<file path="src/rtl/imem_prog_loader.sv">
// imem_prog_loader: assembles quintet stream into instruction words, writes imem, verifies XOR checksum
module imem_prog_loader #(
    parameter int QW          = 5,
    parameter int QPW         = 3,
    parameter int ADDR_WIDTH  = 3,
    parameter int CHECKSUM_EN = 1
) (
    input  logic                  clk,
    input  logic                  rst,
    input  logic                  in_valid,
    input  logic [QW-1:0]         in_data,
    output logic                  in_ready,
    output logic                  imem_wr,
    output logic [ADDR_WIDTH-1:0] imem_waddr,
    output logic [QW*QPW-1:0]     imem_wdata,
    output logic                  cpu_en,
    output logic                  load_err,
    output logic                  busy
);
    localparam int CW = $clog2(QPW + 1);
    typedef enum logic [2:0] {S_LOAD, S_WRITE, S_CHECK, S_DONE, S_ERR} state_t;
    state_t state, state_nx;
    logic [CW-1:0] q_cnt;
    logic [ADDR_WIDTH-1:0] word_addr;
    logic [QW-1:0] csum;
    logic [QW*QPW-1:0] sreg;
    logic xfer, last_q, last_a;
    assign xfer   = in_valid & in_ready;
    assign last_q = q_cnt == CW'(QPW - 1);
    assign last_a = word_addr == '1;
    // Outputs decode directly from registered state, so none depend on inputs
    assign in_ready   = state == S_LOAD || state == S_CHECK;
    assign imem_wr    = state == S_WRITE;
    assign imem_waddr = word_addr;
    assign imem_wdata = sreg;
    assign cpu_en     = state == S_DONE;
    assign load_err   = state == S_ERR;
    assign busy       = state == S_LOAD || state == S_WRITE || state == S_CHECK;
    always_comb begin
        state_nx = state;
        case (state)
            S_LOAD:  state_nx = (xfer && last_q) ? S_WRITE : S_LOAD;
            S_WRITE: state_nx = !last_a ? S_LOAD : (CHECKSUM_EN != 0) ? S_CHECK : S_DONE;
            S_CHECK: state_nx = !xfer ? S_CHECK : (in_data == csum) ? S_DONE : S_ERR;
            default: state_nx = state;
        endcase
    end
    always_ff @(posedge clk) begin
        if (rst) begin
            state     <= S_LOAD;
            q_cnt     <= '0;
            word_addr <= '0;
            csum      <= '0;
            sreg      <= '0;
        end else begin
            state <= state_nx;
            if (state == S_LOAD && xfer) begin
                csum                <= csum ^ in_data;
                sreg[QW*q_cnt +: QW] <= in_data;
                q_cnt               <= last_q ? '0 : q_cnt + CW'(1);
            end
            if (state == S_WRITE && !last_a)
                word_addr <= word_addr + ADDR_WIDTH'(1);
        end
    end
endmodule
</file>
<file path="config.mk">
export PLATFORM = sky130hd
export DESIGN_NAME = imem_prog_loader
export DESIGN_NICKNAME = d
export VERILOG_FILES = /design/src/rtl/imem_prog_loader.sv
export SDC_FILE = /design/constraint.sdc
export NUM_CORES = 1
export LEC_CHECK = 0
export ABC_AREA = 1
export BUFFER_PORTS_ARGS = -buffer_cell sky130_fd_sc_hd__buf_4
export CAP_MARGIN = 20
export CORE_UTILIZATION = 56
export CTS_CLUSTER_SIZE = 40
export DETAILED_ROUTE_END_ITERATION = 10
export GPL_ROUTABILITY_DRIVEN = 0
export PLACE_DENSITY = 0.86
export SLEW_MARGIN = 20
export SYNTH_ARGS = -nofsm -noshare
export SYNTH_HDL_FRONTEND = slang
export SYNTH_SLANG_ARGS = --single-unit
</file>
<file path="constraint.sdc">
create_clock -name clk -period 3.9 [get_ports clk]
set_input_delay 0.585 -clock clk [delete_from_list [all_inputs] [get_ports clk]]
set_output_delay 0.585 -clock clk [all_outputs]
set_load 0.05 [all_outputs]
</file>
==> flow_metrics.env <==
export IMPL_cts_htree_levels=1
export IMPL_synth_area_per_cell_um2=7.84
export IMPL_grt_usage=0.251
export IMPL_rsz0062_at_grt="false"
export IMPL_die_area_um2=2590
export IMPL_drv_cap=0
export IMPL_fin_setup_tns_ns=0
export IMPL_fin_crit_sh=0.472
export IMPL_port_buffers=30
export IMPL_tritoncts_num_buffers=3
export IMPL_synthTopCellsByArea="dfxtp_1 (42%), a21oi_1 (9.7%), ha_1 (7.5%), nand2_1 (7.0%), o21ai_0 (5.6%)"
export IMPL_synth_top_area_share=0.418
export IMPL_async_flop_share=0
export IMPL_ys_ff_latch=28
export IMPL_skew_ns=0.00215
export IMPL_postSynthCellCount=171
export IMPL_slew_headroom=0.687
export IMPL_layout_cells_non_filler=230
export IMPL_path_cells="nand3_1 > nand2_1 > buf_4"
export IMPL_synthDistinctLibCells=23
export IMPL_critical_path_arrival_ns=1.26
export IMPL_viasPerCell=5.38
export IMPL_wirelength_um=2830
export IMPL_cts_tree="done"
export IMPL_grt_pass1_vias=1169
export IMPL_yosysMostFrequentCell="dfxtp_1"
export IMPL_synth_nets=187
export IMPL_grt_max_degree=18
export IMPL_die_w_um=50.9
export IMPL_hold_viol=0
export IMPL_syn_cell_area_um2=1340
export IMPL_status="complete, no violations"
export IMPL_ir_drop_mv=0.256
export IMPL_initial_core_util=0.600
export IMPL_rows=17
export IMPL_grt_overflow_total=0
export IMPL_io_pins=31
export IMPL_insertion_delay_ns=0.33
export IMPL_synth_edf_count=0
export IMPL_grt_pass1_wl_um=4860
export IMPL_cts_root_buf="clkbuf_4"
export IMPL_critPathMaxStageDelay_ns=0.49
export IMPL_cts_clk_slew_worst_paths_ns=0.15
export IMPL_path_max_fanout=6
export IMPL_area_growth_pct=20.7
export IMPL_netlist_top_cells_count="dfxtp_1 (28), a21oi_1 (26), nand2_1 (25), inv_1 (18), nor2_1 (18)"
export IMPL_antenna_found_initial=0
export IMPL_antenna_cells=0
export IMPL_first_pass_iters=4
export IMPL_core_area_um2=2230
export IMPL_ys_seq_area_frac=0.418
export IMPL_setup_viol=0
export IMPL_drive_gt1_frac=0.238
export IMPL_post_cts_buffers=0
export IMPL_nNetsFinal=219
export IMPL_power_per_cell_area_nw_per_um2=373
export IMPL_min_period_ns=1.84
export IMPL_worst_pin_slew_ns=0.466
export IMPL_synth_flop_cell="dfxtp_1"
export IMPL_synth_area_leader_cell="dfxtp_1"
export IMPL_p_leak_nw=0.783
export IMPL_cp_end_kind="primary output"
export IMPL_dr_total_vias=1238
export IMPL_slowest_stage="dfxtp_1"
export IMPL_dp_hpwl_um=2100
export IMPL_clock_sink_count=28
export IMPL_critPathKind="register to primary output"
export IMPL_yosysWarningCount=0
export IMPL_cp_required_ns=3.31
export IMPL_dp_cells=226
export IMPL_cts_buffer_depth=2
export IMPL_drt_iter0_markers=38
export IMPL_routedWlPerCell_um=12.3
export IMPL_fmax_mhz=543
export IMPL_postCtsResizedCells=0
export IMPL_die_h_um=50.9
export IMPL_drc=0
export IMPL_report_final_slew_viol_count=0
export IMPL_crit_path_start_kind="register"
export IMPL_hold_buffers=0
export IMPL_hp_class="register to register"
export IMPL_ant_nets=0
through the flow:
step	hold slack (ns)	worst slack (ns)	util	cell area [um2]	power, mW
after CTS	0.487	2.06	0.724	1620	0.606
final	0.487	2.06	0.724	1620	0.604
after detailed placement	0.467	2.25	0.708	1580	0.465
after floorplan	0.494	1.80	-	1340	0.426
after global routing	0.506	1.97	0.724	1620	0.633
after global placement	0.451	2.34	0.708	1580	0.459
kinds of logic (layout without fill, tap and decap cells):
kind of cell    Yosys count  after routing  synth area share
compound gates           43             43             0.166
xor+xnor                  3              3            0.0196
fa+ha+maj                 8              8            0.0747
buf+inv                  24             55            0.0747
flops                    28             28             0.418
simple gates             65             65             0.247
registers in the layout, summed over array words and instances (netlist names):
name,cells
csum,5
imem_waddr,3
imem_wdata,15
q_cnt,2
state,3
placed cells by master (no fill, tap or decap):
| cell type | netlist | final |
|---|---|---|
| nand3_1 | 10 | 10 |
| or2_2 | 1 | 1 |
| clkbuf_4 | 0 | 3 |
| nand2_4 | 4 | 4 |
| nor2_1 | 18 | 18 |
| o21ai_0 | 15 | 15 |
| a21oi_1 | 26 | 26 |
| inv_1 | 18 | 18 |
| a21oi_2 | 1 | 1 |
| nor3_2 | 2 | 2 |
| clkbuf_8 | 0 | 1 |
| xor2_1 | 3 | 3 |
| nor2_8 | 1 | 1 |
| o21ai_2 | 1 | 1 |
| nor2_4 | 1 | 1 |
| dfxtp_1 | 28 | 28 |
| or2_0 | 1 | 1 |
| nor3_1 | 2 | 2 |
| inv_2 | 1 | 1 |
| buf_4 | 0 | 30 |
| ha_1 | 8 | 8 |
| nand2_1 | 25 | 25 |
| clkinv_2 | 2 | 2 |
cell type report:
cell class / instances / area, um2
repair buffers: 30 / 225
multi-input cells: 119 / 679
fillers: 195 / 616
flip-flops and latches: 28 / 561
inverters: 21 / 81.3
clock buffers: 4 / 36.3
well taps: 28 / 35.0
report_power, final:
part	total [mW]	internal, mW	switching, mW
clock	0.143	0.0572	0.0861
combinational	0.145	0.0451	0.100
sequential	0.315	0.303	0.0122
critical path, delay by kind of cell, from the launching register on:
kind | cells | cell delay [ns]
buffers and inverters | 1 | 0.19
DFF | 1 | 0.49
and+or+nand+nor | 2 | 0.24
layer usage:
metal,vias up,routed length [um],global-route usage
met1,563,1200,0.299
met5,-,0,0
met2,49,1400,0.436
met3,10,144,0.0179
met4,0,85,0.153
li1,616,-,-
final timing paths:
| path | from | to | slack [ns] | cells past startpoint |
|---|---|---|---|---|
| worst max-delay path | state[1] | in_ready | 2.06 | 3 |
| worst min-delay path | imem_wdata[3] | imem_wdata[3] | 0.49 | 2 |
| worst max register to register | q_cnt[0] | imem_wdata[2] | 2.22 | 5 |
| worst min register to register | imem_wdata[3] | imem_wdata[3] | 0.49 | 2 |
No activity file was read; power rests on OpenSTA's default activity.
